## config.mk

```make
export PLATFORM = sky130hd
export DESIGN_NAME = khani_sort_stream
export DESIGN_NICKNAME = d
export VERILOG_FILES = /design/src/rtl/khani_sort_stream.sv
export SDC_FILE = /design/constraint.sdc
export NUM_CORES = 1
export LEC_CHECK = 0
export CAP_MARGIN = 20
export CORE_MARGIN = 10
export CORE_UTILIZATION = 55
export DETAILED_ROUTE_END_ITERATION = 8
export PLACE_DENSITY = 0.75
export SETUP_SLACK_MARGIN = 0.05
export SLEW_MARGIN = 5
export SYNTH_ARGS = -nofsm -noshare
export SYNTH_HDL_FRONTEND = slang
export SYNTH_SLANG_ARGS = --single-unit
```

## constraint.sdc

```tcl
create_clock -name clk -period 6.27 [get_ports clk]
set_input_delay 1.254 -clock clk [delete_from_list [all_inputs] [get_ports clk]]
set_output_delay 1.254 -clock clk [all_outputs]
set_load 0.01 [all_outputs]
```

## src/rtl/khani_sort_stream.sv

```systemverilog
// Streaming frame sorter: loads N samples while ranking them incrementally,
// inverts the ranks into a permutation, then emits the frame in ascending order.
module khani_sort_stream #(
    parameter int N     = 6,
    parameter int WIDTH = 8,
    parameter int IDXW  = (N > 1) ? $clog2(N) : 1
) (
    input  logic             clk,
    input  logic             rst,
    input  logic             s_valid,
    output logic             s_ready,
    input  logic [WIDTH-1:0] s_data,
    output logic             m_valid,
    input  logic             m_ready,
    output logic [WIDTH-1:0] m_data,
    output logic [IDXW-1:0]  m_index,
    output logic             m_last
);
    typedef enum logic [1:0] {LOAD, RANK, EMIT} state_t;

    localparam logic [IDXW-1:0] LAST = IDXW'(N - 1);

    state_t           state;
    logic [IDXW-1:0]  in_cnt;
    logic [IDXW-1:0]  rank_cnt;
    logic [IDXW-1:0]  out_idx;

    logic [WIDTH-1:0] data [N];
    logic [IDXW-1:0]  rank [N];
    logic [IDXW-1:0]  perm [N];

    logic [IDXW-1:0]  new_rank;
    logic [N-1:0]     bump;
    logic             in_fire;
    logic             out_fire;

    assign s_ready  = (state == LOAD);
    assign m_valid  = (state == EMIT);
    assign in_fire  = s_valid && s_ready;
    assign out_fire = m_valid && m_ready;

    assign m_data  = m_valid ? data[perm[out_idx]] : '0;
    assign m_index = m_valid ? perm[out_idx] : '0;
    assign m_last  = m_valid && (out_idx == LAST);

    // Earlier equal samples stay below the newcomer, which keeps ties stable.
    always_comb begin
        new_rank = '0;
        bump     = '0;
        for (int j = 0; j < N; j++) begin
            if (j < int'(in_cnt)) begin
                if (data[j] <= s_data)
                    new_rank = new_rank + IDXW'(1);
                else
                    bump[j] = 1'b1;
            end
        end
    end

    always_ff @(posedge clk) begin
        if (rst) begin
            state    <= LOAD;
            in_cnt   <= '0;
            rank_cnt <= '0;
            out_idx  <= '0;
        end else begin
            case (state)
                LOAD: begin
                    if (in_fire) begin
                        if (in_cnt == LAST) begin
                            in_cnt   <= '0;
                            rank_cnt <= '0;
                            state    <= RANK;
                        end else begin
                            in_cnt <= in_cnt + IDXW'(1);
                        end
                    end
                end
                RANK: begin
                    if (rank_cnt == LAST) begin
                        rank_cnt <= '0;
                        out_idx  <= '0;
                        state    <= EMIT;
                    end else begin
                        rank_cnt <= rank_cnt + IDXW'(1);
                    end
                end
                EMIT: begin
                    if (out_fire) begin
                        if (out_idx == LAST) begin
                            out_idx <= '0;
                            state   <= LOAD;
                        end else begin
                            out_idx <= out_idx + IDXW'(1);
                        end
                    end
                end
                default: state <= LOAD;
            endcase
        end
    end

    // Sample/rank/permutation storage carries no reset; every entry is rewritten before use.
    always_ff @(posedge clk) begin
        if (in_fire) begin
            data[in_cnt] <= s_data;
            rank[in_cnt] <= new_rank;
            for (int j = 0; j < N; j++) begin
                if (bump[j])
                    rank[j] <= rank[j] + IDXW'(1);
            end
        end
        if (state == RANK)
            perm[rank[rank_cnt]] <= rank_cnt;
    end

endmodule
```

==> results.txt, run 1 <==
Slew Limit Fails = 0
Crit. End Element = flop
Worst-case clock skew = 0.00646 ns
DR pass1 iterations = 5
Die width = 129 um
Routability cong. = 0.874
Hold path endpoint = perm[4][0]
Hold Path Class = reg -> reg
# hold bufs at CTS = 0
Period minus WS final = 5.93 ns
Synth area leaders = edfxtp_1 (49%), ha_1 (11%), mux4_2 (8.6%)
Max Buffers Root-to-Sink = 2
# Post-CTS Setup Buffers = 0
Wire per inst = 22.9 um
RSZ-0062 raised after global routing = no
Worst Tran Pin Value = 1.02 ns
Vias in the first global route = 4,435
Final hold vios = 0
WS Path Type = in -> reg
F_max = 0.169 GHz
Reg2reg setup slack = 1.30 ns
Register bit total from synthesis = 123
Worst Hold Path Cells = 0
Global-route wire length before repair = 24.7 mm
Slowest CP cell = clkdlybuf4s50_1
Sequential-to-total area share from yosys stat = 53.8%
Crit-path max cell delay = 0.48 ns
Synthesized area per cell = 13.6 um^2
Data arrival, critical path = 6.10 ns
Worst R2R End = rank[3][1]
Number of stages on the worst setup path = 22
I/O pin count = 26
CTS resizes = 0
Skew-Pair Late Insertion Delay = 0.42 ns
Gr ovfl total = 0
Worst r2r src = data[1][3]
Diode count = 0
Total CTS buffers = 17
Sw frac = 21.2%
Die ar. = 16,700 um^2
Final WL = 15.8 mm
Pleak = 2.99 nW
DRT antenna net count = 0
Share of post-route cells with drive strength above 1 = 18.0%
Reg power frac = 43.4%
Final setup violation count = 0
Top-area cell type share of the netlist area = 48.6%
Outcome = finished, final reports clean
Worst r2r path cells = 20
Most frequent CP cell = ha_1
Crit-path leading delay family = adder cells
Switching Power = 0.000452 W
H-tree depth = 4
Max Fanout on Critical Path = 8
CORE AREA = 11,500 um^2
Logic pwr share = 8.4%
Post-Syn Nets = 552
EDFF count, synth = 106
Most instantiated cells after synthesis = edfxtp_1 (106), ha_1 (60), nor2_1 (40)
Netlist cell types = 57
Mapped Area = 6550 um^2
TritonCTS clock tree = built
Setup TNS Final = 0 ns
Crit path buf inv count = 2
Final Cycle Share = 94.5%
Post-synthesis instance total = 480
Max IR drop VDD = 0.266 mV
Pint = 0.00169 W
Max Cap Viol = 0
Slew headroom = 31.5%
Clk pwr share = 48.2%
Clock transition at path regs = 0.05 ns
Starting DRT DRC Count = 327
WP data required = 6.44 ns
P&R area growth vs syn = 18.4%
DR vias/cell = 6.36
PortBufs = 25
Count leader, synth = edfxtp_1
Crit path launch type = input pin
Crit-path cells = clkdlybuf4s50_1 -> inv_1 -> ha_1 -> and3_1 -> a221o_1 -> a21oi_1 -> o21a_1 -> ha_1 -> nor2b_1 -> a31oi_1 -> o31ai_2 -> ha_1 -> nor2b_1 -> a22o_1 -> ha_1 -> nor2_1 -> nor2_1 -> ha_1 -> o2bb2ai_1 -> ha_1 -> mux2_4 -> mux2_4
Antenna violations before repair = 0
Root Buffer = clkbuf_16
DP Wirelength = 11.4 mm
Hold path start = rank_cnt[0]
Initial Util = 56.9%
GRT Total Usage = 19.9%
Ys async rst share = 0%
Pwr Density = 276 nW/um^2
Synth area leader = edfxtp_1
# DRC = 0
Row count = 39
Die Ht = 129 um
WHS = 0.598 ns
Main flop type after synthesis = edfxtp_1
Pin count of the biggest net entering global routing = 18
Synth warnings = 0
Sink Count = 123
Routed via count = 4,406
Nets@finish = 609
[area by class of cell]
cell class / count / area, um^2
repair buffers: 51 / 449
multi-input cells: 323 / 2900
inverters: 21 / 78.8
clock inverters: 8 / 140
flip-flops and latches: 123 / 3520
fillers: 818 / 3770
clock buffers: 24 / 482
well taps: 143 / 179
[metal layers]
layer  track usage, %  vias to the layer above  part of all wire [%]
met5                0                        -                     0
met3             6.20                       50                   8.3
met1             25.1                     2180                    41
met4             8.90                        0                   2.8
met2             31.2                      184                    47
li1                 -                     1992                     -
[power groups by stage]
stage / logic [W] / clock network (W) / registers [W]
after floorplan: 0.000115 / 0 / 0.000934
after global placement: 0.000166 / 0 / 0.000943
after detailed placement: 0.000175 / 0 / 0.000944
after CTS: 0.000177 / 0.00104 / 0.000928
after global routing: 0.000197 / 0.00108 / 0.000929
final: 0.000179 / 0.00103 / 0.000928
[state kept, by name (all words and copies together) (netlist names), named ones only]
signal,flops
rank,24
in_cnt,3
state,2
rank_cnt,3
perm,18
data,64
out_idx,3
[cell usage in the layout (no fill, tap or decap), types with 4 or more instances in the layout]
| cell type | Yosys | routed |
|---|---|---|
| mux2_4 | 7 | 7 |
| mux2i_1 | 13 | 13 |
| ha_1 | 60 | 60 |
| nor2_1 | 40 | 40 |
| nand4_1 | 9 | 9 |
| a21o_1 | 4 | 4 |
| nor2b_1 | 8 | 7 |
| buf_4 | 0 | 25 |
| xor2_1 | 9 | 9 |
| nor3_1 | 9 | 7 |
| dfxtp_1 | 17 | 17 |
| xnor2_1 | 4 | 4 |
| clkbuf_1 | 9 | 4 |
| edfxtp_1 | 106 | 106 |
| clkbuf_16 | 0 | 17 |
| clkdlybuf4s50_1 | 0 | 25 |
| nand2b_1 | 5 | 5 |
| inv_1 | 21 | 21 |
| and3_1 | 4 | 4 |
| bufinv_16 | 0 | 4 |
| mux4_2 | 25 | 25 |
| nand2_1 | 24 | 24 |
| a21oi_1 | 27 | 27 |
| a22o_1 | 9 | 9 |
| nand3_1 | 5 | 5 |
| o21ai_0 | 8 | 8 |
| clkinv_2 | 0 | 4 |
[worst register-to-register path, delay by kind of cell, from the launching register on]
kind / cells / cell delay, ns
AOI/OAI and AO/OA: 8 / 1.55
muxes: 2 / 0.59
adders and majority gates: 6 / 1.73
and+or+nand+nor: 4 / 0.44
DFF: 1 / 0.42
[kinds of logic (layout without fill, tap and decap cells)]
kind of cell | after synthesis | after routing | share of synthesized area (%)
DFF | 123 | 123 | 53.8
and+or+nand+nor | 121 | 121 | 9.31
AOI/OAI and AO/OA | 80 | 80 | 8.31
adders and majority gates | 60 | 60 | 11.5
muxes | 47 | 47 | 12.5
buffers and inverters | 34 | 104 | 2.12
xor gates and xnor gates | 15 | 15 | 2.45
[how the worst max path moves through the flow]
stage / from / end / slack [ns]
after floorplan: s_data[3] / rank[1][1] / 0.68
after global placement: s_data[4] / rank[3][1] / 0.05
after detailed placement: s_data[3] / rank[2][1] / -0.03
after CTS: s_data[4] / rank[0][1] / 0.39
after global routing: s_data[1] / rank[4][1] / 0.06
final: s_data[4] / rank[3][1] / 0.34
[per-stage QoR]
stage | util (%) | total power (W) | instance area [um^2] | instances | worst slack [ns]
2_1_floorplan | - | 0.00105 | 6550 | 480 | 0.679
3_3_place_gp | 61.8 | 0.00111 | 7120 | 660 | 0.0467
3_5_place_dp | 61.8 | 0.00112 | 7120 | 660 | -0.0285
4_1_cts | 67.2 | 0.00214 | 7740 | 692 | 0.387
5_1_grt | 67.3 | 0.00220 | 7750 | 693 | 0.0568
6_report | 67.3 | 0.00214 | 7750 | 693 | 0.343
(Power assumes the default switching activity.)
==> run 2, diff against run 1 <==
- CORE_UTILIZATION: 55 -> 50
- CTS_BUF_LIST: default -> sky130_fd_sc_hd__clkbuf_8
- PLACE_DENSITY: 0.75 -> 0.7
- SKIP_CTS_REPAIR_TIMING: default -> 1
==> run 2 against run 1 <==
- maximum frequency rose by 0.44%
- design area fell by 1.9%
- sequential power about the same
- critical path type unchanged
- critical endpoint unchanged
- sequential share of layout area increased by 0.88 points
- critical path depth did not move
==> results.txt, run 2 (synthesis gave the netlist of run 1 again) <==
Outcome = finished, final reports clean
Pleak = 2.90 nW (-2.8%)
Diode count = 0 (unchanged)
Wire per inst = 21.3 um (-6.7%)
Gr ovfl total = 0 (unchanged)
Commonest non-fill, non-tap cells in the layout = edfxtp_1 (106), ha_1 (60), nor2_1 (40)
Crit path launch type = input pin
Final setup violation count = 0 (unchanged)
FF/Latch Area = 3520 um^2 (unchanged)
Pin count of the biggest net entering global routing = 18 (unchanged)
Pwr Density = 243 nW/um^2 (-12%)
H-tree depth = 4 (unchanged)
Die width = 134 um (+4.1%)
Crit. End Element = flop
RSZ-0062 raised after global routing = no
# DRC = 0 (unchanged)
TritonCTS clock tree = built
Routability cong. = 0.891 (+1.9%)
DR vias/cell = 5.99 (-5.8%)
Worst Tran Pin Value = 1.05 ns (+0.0262 ns)
Sink Count = 123 (unchanged)
Area of the multi-input gates = 2900 um^2 (about the same)
Hold path endpoint = perm[4][0]
Final Cycle Share = 94.1% (-0.41 points)
GR peak layer = met2
Worst setup margin = 0.369 ns (+0.0260 ns)
Slew Limit Fails = 0 (unchanged)
Row count = 41 (+5.1%)
Max IR drop VDD = 0.216 mV (-19%)
Starting DRT DRC Count = 260 (-20%)
Worst R2R End = rank[3][1]
Post-layout util = 59.8% (-7.5 points)
Share of post-route cells with drive strength above 1 = 18.7% (+0.66 points)
Max Buffers Root-to-Sink = 2 (unchanged)
Vias in the first global route = 4,550 (+2.6%)
Worst r2r src = data[1][3]
Period minus WS final = 5.90 ns (-0.0260 ns)
P&R area growth vs syn = 16.1%
Clock transition at path regs = 0.07 ns (+0.02 ns)
Max Cap Viol = 0 (unchanged)
CORE AREA = 12,700 um^2 (+10%)
Final hold vios = 0 (unchanged)
I/O pin count = 26 (unchanged)
Hold path start = rank_cnt[0]
Antenna violations before repair = 0 (unchanged)
DRT antenna net count = 0 (unchanged)
Data arrival, critical path = 6.10 ns (about the same)
Max Fanout on Critical Path = 8 (unchanged)
Worst r2r path cells = 20 (unchanged)
GRT Total Usage = 17.9% (-2.0 points)
Skew-Pair Late Insertion Delay = 0.45 ns (+0.03 ns)
Final WL = 15.4 mm (-2.6%)
Setup TNS Final = 0 ns (unchanged)
Nets@finish = 611 (+0.33%)
DP Wirelength = 11.5 mm (+0.55%)
Tot Pwr = 0.00185 W (-13%)
GR Layer Usage met1 = 21.9% (-3.1 points)
Global-route wire length before repair = 24.6 mm (-0.42%)
Met3 Use GR = 5.00% (-1.2 points)
WHS = 0.605 ns (+0.00740 ns)
PortBufs = 25 (unchanged)
Pre-CTS setup slack = -0.0743 ns (-0.0458 ns)
WS Path Type = in -> reg
Worst-case clock skew = 0.0146 ns (+0.00810 ns)
Reg2reg setup slack = 1.32 ns (+0.02 ns)
Die Ht = 134 um (+4.1%)
Die ar. = 18,100 um^2 (+8.4%)
Most common cell after layout, fill and taps aside = edfxtp_1
Total CTS buffers = 17 (unchanged)
Routed via count = 4,338 (-1.5%)
Slew headroom = 29.7% (-1.9 points)
Fillers = 1,037 (+27%)
M2 GR Usage = 28.7% (-2.5 points)
F_max = 0.169 GHz (+0.44%)
Most flop-heavy register = data
Hold Path Class = reg -> reg
Max reg flops = 64 (unchanged)
Root Buffer = clkbuf_8
WP data required = 6.47 ns (+0.03 ns)
DR pass1 iterations = 5 (unchanged)
Worst Hold Path Cells = 0 (unchanged)
Initial Util = 51.5% (-5.4 points)
## run 2: worst max-delay path: stages
cell and delay (ns):
clkdlybuf4s50_1 0.48, inv_1 0.07, ha_1 0.31, and3_1 0.21, a221o_1 0.34, a21oi_1 0.15, o21a_1 0.17, ha_1 0.23
nor2b_1 0.12, a31oi_1 0.19, o31ai_2 0.11, ha_1 0.27, nor2b_1 0.14, a22o_1 0.24, ha_1 0.31, nor2_1 0.11
nor2_1 0.06, ha_1 0.30, o2bb2ai_1 0.15, ha_1 0.30, mux2_4 0.31, mux2_4 0.27
## run 2: how the worst max path moves through the flow
stage / start / end / slack (ns)
5_1_grt: s_data[1] / rank[4][1] / 0.15
2_1_floorplan: s_data[3] / rank[1][1] / 0.68
6_report: s_data[4] / rank[3][1] / 0.37
3_3_place_gp: s_data[4] / rank[2][1] / 0.04
4_1_cts: s_data[4] / rank[5][1] / 0.40
3_5_place_dp: s_data[4] / rank[3][1] / -0.07
## run 2: where the power goes
group / leakage [nW] / total (W) / internal (W) / switching, W
combinational: 1.59 / 0.000180 / 0.0000820 / 0.0000976
clock: 0.215 / 0.000744 / 0.000433 / 0.000311
sequential: 1.10 / 0.000926 / 0.000910 / 0.0000158
total: 2.90 / 0.00185 / 0.00142 / 0.000425
## run 2: layer usage
layer / vias up / part of all wire, %
met5: - / 0
met4: 0 / 2.5
met3: 34 / 6.5
met2: 166 / 49
met1: 2147 / 42
li1: 1991 / -
## run 2: cell type report
class | instances | area share, %
inverters | 21 | 1.04
well taps | 172 | 2.83
clock buffers | 21 | 3.80
flip-flops and latches | 123 | 46.3
multi-input cells | 323 | 38.1
repair buffers | 53 | 6.06
clock inverters | 11 | 1.86
## run 2: metrics by stage
stage	std cells	instance area (um^2)
after floorplan	480	6550
after global placement	692	7170
after detailed placement	692	7170
after CTS	724	7600
after global routing	724	7600
final	724	7600
==> run 3, diff against run 2 <==
- SKIP_LAST_GASP: default -> 1
==> results of run 3 <==
The final DEF is identical to that of run 2; final timing and power are the same.
